### config.mk
export PLATFORM = sky130hd
export DESIGN_NAME = inst_encode_loader
export DESIGN_NICKNAME = d
export VERILOG_FILES = /design/src/rtl/inst_encode_loader.sv
export SDC_FILE = /design/constraint.sdc
export NUM_CORES = 1
export LEC_CHECK = 0
export BUFFER_PORTS_ARGS = -buffer_cell sky130_fd_sc_hd__buf_2
export CAP_MARGIN = 25
export CORE_ASPECT_RATIO = 0.7
export CORE_MARGIN = 3
export CORE_UTILIZATION = 53
export CTS_CLUSTER_SIZE = 24
export DETAILED_ROUTE_END_ITERATION = 10
export PLACE_DENSITY = 0.81
export SLEW_MARGIN = 0
export SYNTH_ARGS = -nofsm -noshare
export SYNTH_HDL_FRONTEND = slang
export SYNTH_SLANG_ARGS = --single-unit
export TNS_END_PERCENT = 10
### constraint.sdc
create_clock -name clk -period 3.9 [get_ports clk]
set_input_delay 1.17 -clock clk [delete_from_list [all_inputs] [get_ports clk]]
set_output_delay 1.17 -clock clk [all_outputs]
set_load 0.05 [all_outputs]
### src/rtl/inst_encode_loader.sv
// Encodes decoded RV32I field bundles into 32-bit instruction words and
// streams them into the instruction ROM write port at consecutive addresses.
module inst_encode_loader #(
  parameter logic [31:0] BASE_ADDR = 32'd0,
  parameter int          DEPTH     = 4096,
  parameter int          CW        = $clog2(DEPTH) + 1
) (
  input  logic          clk,
  input  logic          rst,
  input  logic          start,
  input  logic          in_valid,
  output logic          in_ready,
  input  logic          in_last,
  input  logic [2:0]    in_fmt,
  input  logic [6:0]    in_opcode,
  input  logic [2:0]    in_funct3,
  input  logic [6:0]    in_funct7,
  input  logic [4:0]    in_rd,
  input  logic [4:0]    in_rs1,
  input  logic [4:0]    in_rs2,
  input  logic [31:0]   in_imm,
  output logic          rom_wen,
  output logic [31:0]   rom_waddr,
  output logic [31:0]   rom_wdata,
  output logic [CW-1:0] word_count,
  output logic          done,
  output logic          err,
  output logic          err_flag
);

  typedef enum logic [1:0] {IDLE, LOAD, DONE} state_e;

  state_e        state_q, state_d;
  logic [31:0]   ptr_q, ptr_d;
  logic [CW-1:0] count_q, count_d;
  logic          wen_q, wen_d;
  logic [31:0]   waddr_q, waddr_d;
  logic [31:0]   wdata_q, wdata_d;
  logic          err_q, err_d;
  logic          errFlag_q, errFlag_d;

  logic [31:0] encWord;
  logic        encLegal;
  logic        isShift;
  logic        accept;

  assign in_ready   = (state_q == LOAD);
  assign accept     = in_valid & in_ready;
  assign isShift    = (in_opcode == 7'b0010011) &&
                      ((in_funct3 == 3'b001) || (in_funct3 == 3'b101));
  assign rom_wen    = wen_q;
  assign rom_waddr  = waddr_q;
  assign rom_wdata  = wdata_q;
  assign word_count = count_q;
  assign done       = (state_q == DONE);
  assign err        = err_q;
  assign err_flag   = errFlag_q;

  // Immediate legality means the value fits the format's field after sign extension.
  always_comb begin
    encWord  = 32'd0;
    encLegal = 1'b0;
    case (in_fmt)
      3'd0: begin
        encWord  = {in_funct7, in_rs2, in_rs1, in_funct3, in_rd, in_opcode};
        encLegal = 1'b1;
      end
      3'd1: begin
        if (isShift) begin
          encWord  = {in_funct7, in_imm[4:0], in_rs1, in_funct3, in_rd, in_opcode};
          encLegal = (in_imm[31:5] == 27'd0);
        end else begin
          encWord  = {in_imm[11:0], in_rs1, in_funct3, in_rd, in_opcode};
          encLegal = (&in_imm[31:11]) | ~(|in_imm[31:11]);
        end
      end
      3'd2: begin
        encWord  = {in_imm[11:5], in_rs2, in_rs1, in_funct3, in_imm[4:0], in_opcode};
        encLegal = (&in_imm[31:11]) | ~(|in_imm[31:11]);
      end
      3'd3: begin
        encWord  = {in_imm[12], in_imm[10:5], in_rs2, in_rs1, in_funct3,
                    in_imm[4:1], in_imm[11], in_opcode};
        encLegal = ((&in_imm[31:12]) | ~(|in_imm[31:12])) & ~in_imm[0];
      end
      3'd4: begin
        encWord  = {in_imm[31:12], in_rd, in_opcode};
        encLegal = (in_imm[11:0] == 12'd0);
      end
      3'd5: begin
        encWord  = {in_imm[20], in_imm[10:1], in_imm[11], in_imm[19:12], in_rd, in_opcode};
        encLegal = ((&in_imm[31:20]) | ~(|in_imm[31:20])) & ~in_imm[0];
      end
      default: begin
        encWord  = 32'd0;
        encLegal = 1'b0;
      end
    endcase
  end

  always_comb begin
    state_d   = state_q;
    ptr_d     = ptr_q;
    count_d   = count_q;
    wen_d     = 1'b0;
    waddr_d   = waddr_q;
    wdata_d   = wdata_q;
    err_d     = 1'b0;
    errFlag_d = errFlag_q;
    case (state_q)
      LOAD: begin
        if (accept) begin
          if (encLegal) begin
            wen_d   = 1'b1;
            waddr_d = ptr_q;
            wdata_d = encWord;
            ptr_d   = ptr_q + 32'd4;
            count_d = count_q + 1'b1;
            if (count_q == CW'(DEPTH - 1)) begin
              state_d = DONE;
            end
          end else begin
            err_d     = 1'b1;
            errFlag_d = 1'b1;
          end
          if (in_last) begin
            state_d = DONE;
          end
        end
      end
      default: begin
        if (start) begin
          state_d   = LOAD;
          ptr_d     = BASE_ADDR;
          count_d   = '0;
          errFlag_d = 1'b0;
        end
      end
    endcase
  end

  always_ff @(posedge clk) begin
    if (rst) begin
      state_q   <= IDLE;
      ptr_q     <= 32'd0;
      count_q   <= '0;
      wen_q     <= 1'b0;
      waddr_q   <= 32'd0;
      wdata_q   <= 32'd0;
      err_q     <= 1'b0;
      errFlag_q <= 1'b0;
    end else begin
      state_q   <= state_d;
      ptr_q     <= ptr_d;
      count_q   <= count_d;
      wen_q     <= wen_d;
      waddr_q   <= waddr_d;
      wdata_q   <= wdata_d;
      err_q     <= err_d;
      errFlag_q <= errFlag_d;
    end
  end

endmodule

==> metrics <==
Cell Chain, Critical Path buf_2, nor4_1, nand3_1, or3_1, o211a_1, a21oi_4, buf_12, a2111oi_0, a311o_1; Crit Path Class in -> reg; placed cells 877; clock slew at reported path FFs 70 ps; met2 Use GR 40.5%; latest clock arrival within the worst-skew pair 340 ps; PostCTS Resize Cnt 0; Synth Flop Type dfxtp_1; Final Hold Viols 0; number of global-route vias before repair 5181; Sink Count 110; global route overflow 0; placed cell areas 6340 um^2; Max Freq 299 MHz; Finished Layout Cells 892; final slew viol count 0; Die Y 91.7 um; power per cell area 347 nW/um^2; initial antenna violation count 0; dpl hpwl 11.3 mm; RSZ-0062 raised after global routing no; die area 11800 um^2; Area Growth Syn to Fin 19.4%; CP max stage delay 450 ps; largest net degree at the start of global routing 77; wirelength, routed 15.8 mm; CTS tree built; gpl congestion 0.988; asr flop ratio synth 0%; endpoint class of the critical path register; FP Rows 30; Starting Density 55.8%; Final Instance Area 6630 um^2; nets 834; met3 usage 5.06%; Min Clock Period, post-route 3350 ps; Detailed Routing Iterations Pass 1 5; final core utilization 66.7%; commonest non-fill, non-tap cell in the layout buf_2; clock root buffer clkbuf_16; DR iter-0 viols 615; sequential area share after synthesis 39.6%; Most Used Layer, Global Route met2; Post-CTS Setup Repair Bufs 0; Max Fanout on Critical Path 44; # IOs 154; crit path launch type primary input; Setup-failing EPs final 0; Leak 2.68 nW; Total Power 2.30 mW; Via density 6.11; Worst Path Required 4130 ps; max_slew headroom 39.7%; share of cells above drive strength 1 29.2%; Final period util 85.8%; status finished clean; MaxCap Viol Count 0; flops & latches, synth 110; Clock Tree Buf Depth 2; VDD IR max 0.230 mV; clk_skew 6.57 ps; Syn. warnings 0; Distinct cells, synth 57; vias post-DR 5451; # diodes 0; CTS buffer count 9; post-DR wirelength/cell 17.7 um; GRT Total Usage 26.5%; first-pass GRT wire length 25.4 mm; met1 Use GR 37.4%; number of flops mapped to enable cells by yosys 0; width of the die 128 um; Crit-path slowest cell or3_1; most frequent cells in the layout buf_2 (150), dfxtp_1 (110), nor2_1 (102); WP data arrival 3580 ps; syn_area_per_cell 8.87 um^2; drt drc 0; post-route antenna net violation count 0; hold_buf cts 0; Cells after Synth 626; Worst Max-Slew Pin Slew 897 ps; mapped cell area 5550 um^2; worst min-delay path class reg -> reg; total core area 9950 um^2; # port buffers 151; H-tree level count 3; setup_tns 0 ps
[logic make-up after synthesis]
group                    Yosys count  share of synthesized area [%]
AND/OR/NAND/NOR                  267                           23.4
AO/OA/AOI/OAI                    132                           19.1
flip-flops                       110                           39.6
multiplexers                      59                           10.9
buffers and inverters             54                           6.22
adder cells (fa/ha/maj)            2                          0.450
other                              1                         0.0675
XOR/XNOR                           1                          0.158
[cells in the mapped netlist (11+ instances only)]
library cell | n | area (um^2)
dfxtp_1 | 110 | 2200
nor2_1 | 102 | 383
mux2i_1 | 45 | 450
nand2_1 | 43 | 161
a21oi_1 | 29 | 145
a211oi_2 | 25 | 313
nand3_1 | 22 | 110
clkbuf_1 | 20 | 75.1
and3_1 | 18 | 113
nand4_1 | 16 | 100
mux2_2 | 14 | 158
nor3_1 | 13 | 65.1
inv_1 | 12 | 45.0
nand3b_1 | 12 | 90.1
nor2b_1 | 12 | 75.1
o21ai_0 | 11 | 55.1
[where the power goes]
group | total [mW] | leakage (nW) | switching [mW] | internal, mW
combinational | 0.237 | 1.65 | 0.161 | 0.0762
sequential | 1.13 | 0.887 | 0.00393 | 1.13
clock | 0.929 | 0.143 | 0.411 | 0.517
total | 2.30 | 2.68 | 0.576 | 1.72
[metal layers]
metal	up-vias	share of wire, %
met5	-	0
met4	0	2.5
met3	39	7.6
met2	268	45
met1	2589	45
li1	2555	-
[path summary, 6_finish.rpt]
check,from,endpoint,slack [ps],depth (start not counted)
worst max-delay path,in_imm[25],word_count[5]$_SDFFE_PP0P_,550,9
worst min-delay path,rom_waddr[19]$_SDFFE_PP0P_,rom_waddr[19]$_SDFFE_PP0P_,490,2
worst max register to register,state_q[1]$_SDFFE_PP0P_,ptr_q[15]$_SDFFE_PP0P_,1120,10
worst min register to register,rom_waddr[19]$_SDFFE_PP0P_,rom_waddr[19]$_SDFFE_PP0P_,490,2
[registers in the layout (all words and copies together), names as in the netlist]
register	count
err_flag	1
ptr_q	30
rom_waddr	30
word_count	13
rom_wdata	32
err	1
state_q	2
rom_wen	1
[critical path, delay by kind of cell]
family	cells	cell delay [ps]
compound gates	4	1040
buf+inv	2	390
simple gates	3	960
[per-stage QoR]
stage | worst slack, ps | hold WS [ps]
2_1_floorplan | 746 | 462
5_1_grt | 370 | 520
6_report | 553 | 493
3_5_place_dp | 241 | 477
3_3_place_gp | 272 | 473
4_1_cts | 601 | 494
[area by class of cell]
cell class | instances | area [um^2]
clock buffer | 11 | 243
timing repair buffer | 164 | 918
multi-input combinational | 463 | 3010
tap | 128 | 160
clock inverter | 4 | 55.1
sequential | 110 | 2200
fill | 833 | 3310
inverter | 12 | 45.0
No activity file was read; power rests on OpenSTA's default activity.
